`src/rtl/kbd_ps2_matrix_if.sv`:
```
// Signal bundle between the PS/2 matrix emulator and its surroundings:
// PS/2 line, PPI row/column drive and sense, keymap ROM lookup and event pulses.
interface kbd_ps2_matrix_if;
    logic        ps2_clk;
    logic        ps2_dat;
    logic [11:0] col_sel_n;
    logic [5:0]  row_sel_n;
    logic [5:0]  rows_n;
    logic [11:0] cols_n;
    logic        shift_n;
    logic [8:0]  map_code;
    logic [7:0]  map_pos;
    logic        reset_req;
    logic        frame_err;

    modport master (
        output ps2_clk, ps2_dat, col_sel_n, row_sel_n, map_pos,
        input  rows_n, cols_n, shift_n, map_code, reset_req, frame_err
    );

    modport slave (
        input  ps2_clk, ps2_dat, col_sel_n, row_sel_n, map_pos,
        output rows_n, cols_n, shift_n, map_code, reset_req, frame_err
    );
endinterface

```
`src/rtl/kbd_ps2_matrix.sv`:
```
// PS/2 keyboard receiver that decodes scan codes into a 12x6 key matrix
// which the PPI scans through active-low column/row drive lines.
module kbd_ps2_matrix #(
    parameter int FILTER_LEN  = 8,
    parameter int TIMEOUT_CYC = 50000
) (
    input  logic            clk,
    input  logic            reset,
    kbd_ps2_matrix_if.slave bus
);
    localparam int FW = $clog2(FILTER_LEN + 1);
    localparam int TW = $clog2(TIMEOUT_CYC + 1);
    localparam logic [FW-1:0] FILT_LAST = FW'(FILTER_LEN - 1);
    localparam logic [TW-1:0] TO_LAST   = TW'(TIMEOUT_CYC - 1);

    localparam logic [1:0] ST_IDLE   = 2'd0;
    localparam logic [1:0] ST_DATA   = 2'd1;
    localparam logic [1:0] ST_PARITY = 2'd2;
    localparam logic [1:0] ST_STOP   = 2'd3;

    logic          r_clk_meta, r_clk_sync, r_dat_meta, r_dat_sync;
    logic          r_clk_filt;
    logic [FW-1:0] r_filt_cnt;
    logic [1:0]    r_state;
    logic [2:0]    r_bit_cnt;
    logic [7:0]    r_data;
    logic          r_par;
    logic [TW-1:0] r_to_cnt;
    logic [7:0]    r_byte;
    logic          r_byte_vld;
    logic          r_ext, r_brk;
    logic          r_shift_n, r_reset_req, r_frame_err;
    logic [5:0]    r_matrix [0:11];

    logic          w_fall;
    logic [3:0]    w_col;
    logic [2:0]    w_row;
    logic          w_map_hit;
    logic [5:0]    w_rows;
    logic [11:0]   w_cols;

    // A level change is only taken once the new level has been seen FILTER_LEN times in a row.
    assign w_fall    = r_clk_filt & ~r_clk_sync & (r_filt_cnt == FILT_LAST);
    assign w_col     = bus.map_pos[6:3];
    assign w_row     = bus.map_pos[2:0];
    assign w_map_hit = bus.map_pos[7] & (w_col < 4'd12) & (w_row < 3'd6);

    // Two-flop synchronizers and ps2_clk glitch filter.
    always_ff @(posedge clk or posedge reset) begin
        if (reset) begin
            r_clk_meta <= 1'b1;
            r_clk_sync <= 1'b1;
            r_dat_meta <= 1'b1;
            r_dat_sync <= 1'b1;
            r_clk_filt <= 1'b1;
            r_filt_cnt <= '0;
        end else begin
            r_clk_meta <= bus.ps2_clk;
            r_clk_sync <= r_clk_meta;
            r_dat_meta <= bus.ps2_dat;
            r_dat_sync <= r_dat_meta;
            if (r_clk_sync != r_clk_filt) begin
                if (r_filt_cnt == FILT_LAST) begin
                    r_clk_filt <= r_clk_sync;
                    r_filt_cnt <= '0;
                end else begin
                    r_filt_cnt <= r_filt_cnt + FW'(1);
                end
            end else begin
                r_filt_cnt <= '0;
            end
        end
    end

    // Frame receiver with inactivity timeout; emits one accepted byte or one error pulse per frame.
    always_ff @(posedge clk or posedge reset) begin
        if (reset) begin
            r_state     <= ST_IDLE;
            r_bit_cnt   <= 3'd0;
            r_data      <= 8'h00;
            r_par       <= 1'b0;
            r_to_cnt    <= '0;
            r_byte      <= 8'h00;
            r_byte_vld  <= 1'b0;
            r_frame_err <= 1'b0;
        end else begin
            r_byte_vld  <= 1'b0;
            r_frame_err <= 1'b0;
            if (w_fall) begin
                r_to_cnt <= '0;
                case (r_state)
                    ST_IDLE: begin
                        if (!r_dat_sync) begin
                            r_state   <= ST_DATA;
                            r_bit_cnt <= 3'd0;
                        end
                    end
                    ST_DATA: begin
                        r_data <= {r_dat_sync, r_data[7:1]};
                        if (r_bit_cnt == 3'd7) begin
                            r_state <= ST_PARITY;
                        end else begin
                            r_bit_cnt <= r_bit_cnt + 3'd1;
                        end
                    end
                    ST_PARITY: begin
                        r_par   <= r_dat_sync;
                        r_state <= ST_STOP;
                    end
                    ST_STOP: begin
                        r_state <= ST_IDLE;
                        if (r_dat_sync && (^{r_data, r_par})) begin
                            r_byte     <= r_data;
                            r_byte_vld <= 1'b1;
                        end else begin
                            r_frame_err <= 1'b1;
                        end
                    end
                    default: r_state <= ST_IDLE;
                endcase
            end else if (r_state != ST_IDLE) begin
                if (r_to_cnt == TO_LAST) begin
                    r_state  <= ST_IDLE;
                    r_to_cnt <= '0;
                end else begin
                    r_to_cnt <= r_to_cnt + TW'(1);
                end
            end else begin
                r_to_cnt <= '0;
            end
        end
    end

    // Scan-code decoder: prefix flags, matrix updates, shift level and reset request.
    always_ff @(posedge clk or posedge reset) begin
        if (reset) begin
            for (int c = 0; c < 12; c++) r_matrix[c] <= 6'h00;
            r_ext       <= 1'b0;
            r_brk       <= 1'b0;
            r_shift_n   <= 1'b1;
            r_reset_req <= 1'b0;
        end else begin
            r_reset_req <= 1'b0;
            if (r_byte_vld) begin
                case (r_byte)
                    8'hE0: r_ext <= 1'b1;
                    8'hF0: r_brk <= 1'b1;
                    8'hAA, 8'hFF: begin
                        for (int c = 0; c < 12; c++) r_matrix[c] <= 6'h00;
                        r_shift_n <= 1'b1;
                        r_ext     <= 1'b0;
                        r_brk     <= 1'b0;
                    end
                    default: begin
                        if (w_map_hit) r_matrix[w_col][w_row] <= ~r_brk;
                        if (!r_ext && (r_byte == 8'h12 || r_byte == 8'h59)) r_shift_n <= r_brk;
                        if (!r_ext && !r_brk && r_byte == 8'h07) r_reset_req <= 1'b1;
                        r_ext <= 1'b0;
                        r_brk <= 1'b0;
                    end
                endcase
            end
        end
    end

    // Matrix sense: a driven column pulls down the rows of its pressed keys, and vice versa.
    always_comb begin
        w_rows = 6'h00;
        w_cols = 12'h000;
        for (int c = 0; c < 12; c++) begin
            w_rows    = w_rows | (r_matrix[c] & {6{~bus.col_sel_n[c]}});
            w_cols[c] = |(r_matrix[c] & ~bus.row_sel_n);
        end
    end

    assign bus.rows_n    = ~w_rows;
    assign bus.cols_n    = ~w_cols;
    assign bus.shift_n   = r_shift_n;
    assign bus.map_code  = {r_ext, r_byte};
    assign bus.reset_req = r_reset_req;
    assign bus.frame_err = r_frame_err;
endmodule

```
`src/flat_wrapper.sv`:
```
// flat-port wrapper written by rule: the top's interface ports become plain ports
module kbd_ps2_matrix_flat 
#(
    parameter int FILTER_LEN  = 8,
    parameter int TIMEOUT_CYC = 50000
)
  (clk, reset, bus_ps2_clk, bus_ps2_dat, bus_col_sel_n, bus_row_sel_n, bus_map_pos, bus_rows_n, bus_cols_n, bus_shift_n, bus_map_code, bus_reset_req, bus_frame_err);
  kbd_ps2_matrix_if bus_i ();
  input  logic clk;
  input  logic reset;
  input wire logic [$bits(bus_i.ps2_clk)-1:0] bus_ps2_clk;
  input wire logic [$bits(bus_i.ps2_dat)-1:0] bus_ps2_dat;
  input wire logic [$bits(bus_i.col_sel_n)-1:0] bus_col_sel_n;
  input wire logic [$bits(bus_i.row_sel_n)-1:0] bus_row_sel_n;
  input wire logic [$bits(bus_i.map_pos)-1:0] bus_map_pos;
  output wire logic [$bits(bus_i.rows_n)-1:0] bus_rows_n;
  output wire logic [$bits(bus_i.cols_n)-1:0] bus_cols_n;
  output wire logic [$bits(bus_i.shift_n)-1:0] bus_shift_n;
  output wire logic [$bits(bus_i.map_code)-1:0] bus_map_code;
  output wire logic [$bits(bus_i.reset_req)-1:0] bus_reset_req;
  output wire logic [$bits(bus_i.frame_err)-1:0] bus_frame_err;
  assign bus_i.ps2_clk = bus_ps2_clk;
  assign bus_i.ps2_dat = bus_ps2_dat;
  assign bus_i.col_sel_n = bus_col_sel_n;
  assign bus_i.row_sel_n = bus_row_sel_n;
  assign bus_i.map_pos = bus_map_pos;
  assign bus_rows_n = bus_i.rows_n;
  assign bus_cols_n = bus_i.cols_n;
  assign bus_shift_n = bus_i.shift_n;
  assign bus_map_code = bus_i.map_code;
  assign bus_reset_req = bus_i.reset_req;
  assign bus_frame_err = bus_i.frame_err;
  kbd_ps2_matrix #(.FILTER_LEN(FILTER_LEN), .TIMEOUT_CYC(TIMEOUT_CYC)) u_core (.clk(clk), .reset(reset), .bus(bus_i));
endmodule
```
`config.mk`:
```
export PLATFORM = sky130hd
export DESIGN_NAME = kbd_ps2_matrix_flat
export DESIGN_NICKNAME = d
export VERILOG_FILES = /design/src/rtl/kbd_ps2_matrix_if.sv /design/src/rtl/kbd_ps2_matrix.sv /design/src/flat_wrapper.sv
export SDC_FILE = /design/constraint.sdc
export NUM_CORES = 1
export LEC_CHECK = 0
export CAP_MARGIN = 25
export CORE_ASPECT_RATIO = 0.5
export CORE_UTILIZATION = 59
export DETAILED_ROUTE_END_ITERATION = 6
export PLACE_DENSITY = 0.77
export SLEW_MARGIN = 5
export SYNTH_ARGS = -nofsm -noshare
export SYNTH_HDL_FRONTEND = slang
export SYNTH_SLANG_ARGS = --single-unit
```
`constraint.sdc`:
```
create_clock -name clk -period 5 [get_ports clk]
set_input_delay 0.5 -clock clk [delete_from_list [all_inputs] [get_ports clk]]
set_output_delay 0.5 -clock clk [all_outputs]
set_load 0.02 [all_outputs]
```
# Word level (Yosys, flattened, before mapping)
# Index checks and enable logic that the tools add are counted.
[classes] magnitude_cmp=6 eq_ne=18 bitwise_logic=60 add_sub_neg=3 n_reduce_logical=42 n_mux=34
[op_table] cell="6-bit bitwise AND" count=24
[op_table] cell="72-bit one-hot mux with 2 select lines" count=1
[op_table] cell="72-bit bitwise mux" count=1
[op_table] cell="72-bit 2-to-1 mux" count=1
[op_table] cell="6-bit OR reduction" count=12
[op_table] cell="6-bit bitwise OR" count=11
[op_table] cell="16-bit 2-to-1 mux" count=3
[op_table] cell="8-bit == test, second input constant" count=4
[op_table] cell="6-bit demux with 4-bit select" count=1
[op_table] cell="1-bit NOT" count=17
[op_table] cell="16-bit by 1-bit adder with 16-bit output, second input constant" count=1
[op_table] cell="16-bit == test, second input constant" count=1
[op_table] cell="12-bit NOT" count=1
[op_table] cell="6-bit NOT" count=2
[op_table] cell="2-bit nonzero test" count=6
[op_table] cell="1-bit 2-to-1 mux" count=11
[op_table] cell="2-bit 2-to-1 mux" count=5
[op_table] cell="2-bit AND reduction" count=5
[op_table] cell="3-bit AND reduction" count=3
[op_table] cell="9-bit XOR reduction" count=1
[op_table] cell="8-bit by 3-bit == test with 1-bit output, second input constant" count=1
[op_table] cell="8-bit by 5-bit == test with 1-bit output, second input constant" count=1
[op_table] cell="8-bit by 7-bit == test with 1-bit output, second input constant" count=1
[op_table] cell="4-bit 2-to-1 mux" count=2
[op_table] cell="30 further kinds" count=47
[word_totals] ff_bits=125 in_bits=30

# Longest topological paths before layout
[depth] depth_word=14 mapped_depth=7

# Worst setup path before layout
# No wires, ideal clock.
[synth_timing] path_type="input to register" startpoint="input port bus_map_pos[5]" endpoint="register u_core.r_matrix[65] (netlist bit)" t_required_ns=4.871 path_slack_ns=3.080 arrival_time_ns=1.791 n_path_buf=2 cell_stages=6 setup_time_ns=0.129 path_cell_list="buf_2 -> buf_6 -> nor4b_1 -> nand4_1 -> a21oi_1 -> o22ai_1"
[synth_between] elab_chain_cells=8 word_cells_on_any_way=14
[synth_lines] element="from (decl)" line_no="flat_wrapper.sv:15" rtl="input wire logic [$bits(bus_i.map_pos)-1:0] bus_map_pos;"
[synth_lines] element="4-bit NOT with 5-bit output" line_no="kbd_ps2_matrix.sv:155" rtl="if (w_map_hit) r_matrix[w_col][w_row] <= ~r_brk;"
[synth_lines] element="5-bit greater-or-equal comparator (implied by the code) or 5-bit by 1-bit < comparator with 1-bit output (tied branches)" line_no="kbd_ps2_matrix.sv:155"
[synth_lines] element="1-bit logical AND (implied by the code)" line_no="kbd_ps2_matrix.sv:155"
[synth_lines] element="6-bit 2-to-1 mux (implied by the code)" line_no="kbd_ps2_matrix.sv:155"
[synth_lines] element="6-bit demux with 4-bit select" line_no="kbd_ps2_matrix.sv:155"
[synth_lines] element="72-bit bitwise mux" line_no="kbd_ps2_matrix.sv:155"
[synth_lines] element="72-bit 2-to-1 mux" line_no="kbd_ps2_matrix.sv:155"
[synth_lines] element="72-bit one-hot mux with 2 select lines" line_no="kbd_ps2_matrix.sv:145" rtl="case (r_byte)"
[synth_lines] element="to (signal, indexed assignment)" line_no="kbd_ps2_matrix.sv:155"
[synth_lines] element="to (decl)" line_no="kbd_ps2_matrix.sv:33" rtl="logic [5:0] r_matrix [0:11];"
# Parallel ways exist; a longest one is shown, timed or not. The select of a mux whose other input is x is not followed.
# A chain may end at the register's enable or synchronous reset.

# Worst setup path after layout
[layout_timing] startpoint="input port bus_row_sel_n[3]" endpoint="output port bus_cols_n[1]"
[layout_between] elab_chain_cells=4
[layout_lines] element="from (decl)" line_no="flat_wrapper.sv:14" rtl="input wire logic [$bits(bus_i.row_sel_n)-1:0] bus_row_sel_n;"
[layout_lines] element="6-bit NOT" line_no="kbd_ps2_matrix.sv:172" rtl="w_cols[c] = |(r_matrix[c] & ~bus.row_sel_n);"
[layout_lines] element="6-bit bitwise AND" line_no="kbd_ps2_matrix.sv:172"
[layout_lines] element="6-bit OR reduction" line_no="kbd_ps2_matrix.sv:172"
[layout_lines] element="12-bit NOT" line_no="kbd_ps2_matrix.sv:177" rtl="assign bus.cols_n = ~w_cols;"
[layout_lines] element="to (decl)" line_no="flat_wrapper.sv:17" rtl="output wire logic [$bits(bus_i.cols_n)-1:0] bus_cols_n;"
# No other way between the ends.

==> metrics.cfg <==
[layout]
nFillCells=836
fin_cells=996
nets=863
drive_gt1_share_pct=9.68
antenna_cells=0
syn_to_final_growth_pct=17.2

[logic_synthesis]
seq_area_frac_synth_pct=43.9
yosys_warnings=0
synth_cell_type_count=53
synth_seq_cells=125
synth.avg_cell_area_um2=9.02
synth_area_um2=7140
syn_inst=792
synth_nets=831
synth_edf_count=0
ys.flop_type=dfrtp_1
async_flop_share_pct=100

[clock_network]
clkLatencyLatePin_ps=430
ctsHoldBuffers=0
h-tree-depth=4
root_buffer=clkbuf_16
clkSinkCount=125
cts_resized=0
clock_path_buffers=2
clk_pin_slew_ps=60
cts-buffers-inserted=17
post-cts-setup-buffers=0
cts_tree=yes

[setup_path]
cp_max_fo=12
path_common_cell=clkdlybuf4s50_1
cp.required_ps=4500
cp-startpoint=bus_row_sel_n[3]
crit_chain=clkdlybuf4s50_1 -> o22ai_1 -> nor3_1 -> clkdlybuf4s50_1
critPathKind=primary input to output port
critical_path.max_stage_delay_ps=980
crit_path_end_kind=output port
cp_data_arrival_time_ps=2730
cp-start-kind=primary input
worstReg2RegStart=u_core.r_byte[0]$_DFFE_PP0P_
cp_slowest_cell=clkdlybuf4s50_1

[timing]
min_period_over_period_pct=64.6
worst_pin_slew_ps=1160
skew_ps=13.0
max_freq_mhz=310
setup_viol=0
max-slew-margin-rel_pct=21.9
fin_crit_ps=3230
rsz0062_at_grt=false
slew_violations=0
setup_slack_ps=1770
tns_ps=0
hold_violations=0

[run_status]
status=finished with violations
violations=design-rule violations

[die]
die_h_um=79.8
initial_core_util_pct=62.7
ios=60
die_area_um2=12600
num_rows=27
fp.coreArea_um2=11400
die_w_um=158

[worst_hold_path]
worstHoldPathType=register to register
min_from=u_core.r_dat_meta$_DFF_PP1_

[place]
port_buffers=59
place.gp.congestion=0.991
place_inst=961
hpwl_um=15100
pre_cts_ws_ps=1620

[global_routing]
grt_pass1_wl_um=35500
antenna_found_initial=0
grt_util_all_layers_pct=38.4
grt_pass1_vias=6349
overflow=0
grt_max_degree=81

[drt]
drt-initial-drc-count=933
ant_nets=0
wire_per_inst_um=23.0
routed-via-count=7000
via_per_inst=7.03
totalWireLength_um=22900
drc=7
firstDrtPassIters=7

[pwr]
power_density_nw_per_um2=293
leakagePower_nw=3.12
ir_drop_mv=0.215

[job]
cap_violations=0

## synth_stat cells (2+ instances only)
cell,number,area share (%)
nand2_1,13,0.68
o21ai_0,5,0.35
o31ai_1,3,0.32
nand3_1,36,2.5
and4b_1,4,0.56
mux2_2,16,2.5
and3_1,7,0.61
nor4bb_1,7,0.98
buf_2,23,1.6
ha_1,9,1.6
nand4bb_1,4,0.63
xnor2_1,16,2.0
a21oi_1,79,5.5
nor2_1,26,1.4
or2_2,2,0.18
mux2i_1,2,0.28
nand3b_1,6,0.63
xnor3_1,2,0.63
nor4b_1,6,0.74
dfrtp_1,119,42
nor3_1,21,1.5
nor2b_1,3,0.26
buf_1,2,0.11
nand4b_1,3,0.37
inv_1,96,5.0
xor2_1,3,0.37
nand4_1,55,4.8
or4_1,7,0.74
clkbuf_1,34,1.8
a21oi_2,2,0.25
nor4_1,6,0.53
buf_4,3,0.32
a22o_1,4,0.49
dfstp_2,6,2.2
o22ai_1,127,11
a221oi_1,18,2.2
## where the power goes
group	switching [W]	leakage [nW]	internal, W
Clock	0.000517	0.290	0.000730
Sequential	0.00000978	1.72	0.00103
Combinational	0.000118	1.10	0.0000548
## area by class of cell
type / instances / area [um^2] / area share (%)
multi-input cells: 508 / 3370 / 40.2
clock buffers: 19 / 453 / 5.41
clock inverters: 13 / 139 / 1.66
inverters: 96 / 363 / 4.33
repair buffers: 76 / 714 / 8.54
flip-flops and latches: 125 / 3140 / 37.5
well taps: 159 / 199 / 2.38
## metal layers
layer  GRT usage [%]  up-vias  share of wire (%)
met5               0        -                  0
met4            13.1        0                3.1
met3            17.2       85                 15
met2            54.6      532                 41
met1            51.6     3332                 41
li1                -     3051                  -
## registers in the layout, indices dropped and copies added (netlist names)
signal                cells
u_core.bus.shift_n        1
u_core.r_ext              1
u_core.r_clk_sync         1
u_core.r_dat_sync         1
u_core.r_dat_meta         1
u_core.r_brk              1
u_core.r_bit_cnt          3
u_core.r_byte             8
u_core.r_clk_meta         1
u_core.bus.frame_err      1
u_core.r_data             8
u_core.r_matrix          72
u_core.r_to_cnt          16
u_core.r_clk_filt         1
u_core.r_par              1
u_core.r_filt_cnt         4
u_core.r_state            2
u_core.r_byte_vld         1
u_core.bus.reset_req      1
## cells in the final DEF, fill, tap and decap left out, types with 3 or more instances in the layout
master and n:
nor4_1 6, xor2_1 3, nand3b_1 6, a22o_1 4, inv_6 7, nand2_1 13
nand4bb_1 4, nor2_1 26, or4_1 7, nand4b_1 3, clkdlybuf4s50_1 59, xnor2_1 16
o31ai_1 3, o21ai_0 5, nand4_1 55, and3_1 7, dfstp_2 6, inv_1 95
o22ai_1 127, clkbuf_16 17, nor4b_1 6, a21oi_1 79, ha_1 9, a221oi_1 18
mux2_2 16, nor4bb_1 7, nor3_1 21, dfrtp_1 119, nand3_1 36, buf_4 12
and4b_1 4
## metrics by stage
step / hold slack (ps) / cell area, um^2 / power (W) / util (%)
2_1_floorplan: 345 / 7140 / 0.00115 / -
3_3_place_gp: 347 / 7740 / 0.00122 / 68.0
3_5_place_dp: 348 / 7750 / 0.00122 / 68.1
4_1_cts: 357 / 8350 / 0.00245 / 73.3
5_1_grt: 359 / 8370 / 0.00252 / 73.5
6_report: 357 / 8370 / 0.00246 / 73.5
## worst paths after layout
kind / slack [ps] / to / depth (start not counted)
max: 1770 / bus_cols_n[1] / 4
min: 360 / u_core.r_dat_sync$_DFF_PP1_ / 0
max reg2reg: 2190 / u_core.r_matrix[10]$_DFFE_PP0P_ / 5
min reg2reg: 360 / u_core.r_dat_sync$_DFF_PP1_ / 0
max in group asynchronous: 3440 / u_core.r_matrix[9]$_DFFE_PP0P_ / 3
min in group asynchronous: 610 / u_core.r_to_cnt[0]$_DFF_PP0_ / 2
## cell families (layout without fill, tap and decap cells)
group / Yosys count / in the layout / synth area share, %
AOI/OAI and AO/OA: 249 / 249 / 22.1
xor gates and xnor gates: 21 / 21 / 2.96
adders and majority gates: 9 / 9 / 1.58
buffers and inverters: 159 / 204 / 9.02
DFF: 125 / 125 / 43.9
muxes: 19 / 19 / 3.01
and+or+nand+nor: 210 / 210 / 17.5
## worst max-delay path, delay by kind of cell
family | cells | cell delay, ps
AOI/OAI and AO/OA | 1 | 170
buffers and inverters | 2 | 1670
and+or+nand+nor | 1 | 390
No activity file was read; power rests on OpenSTA's default activity.
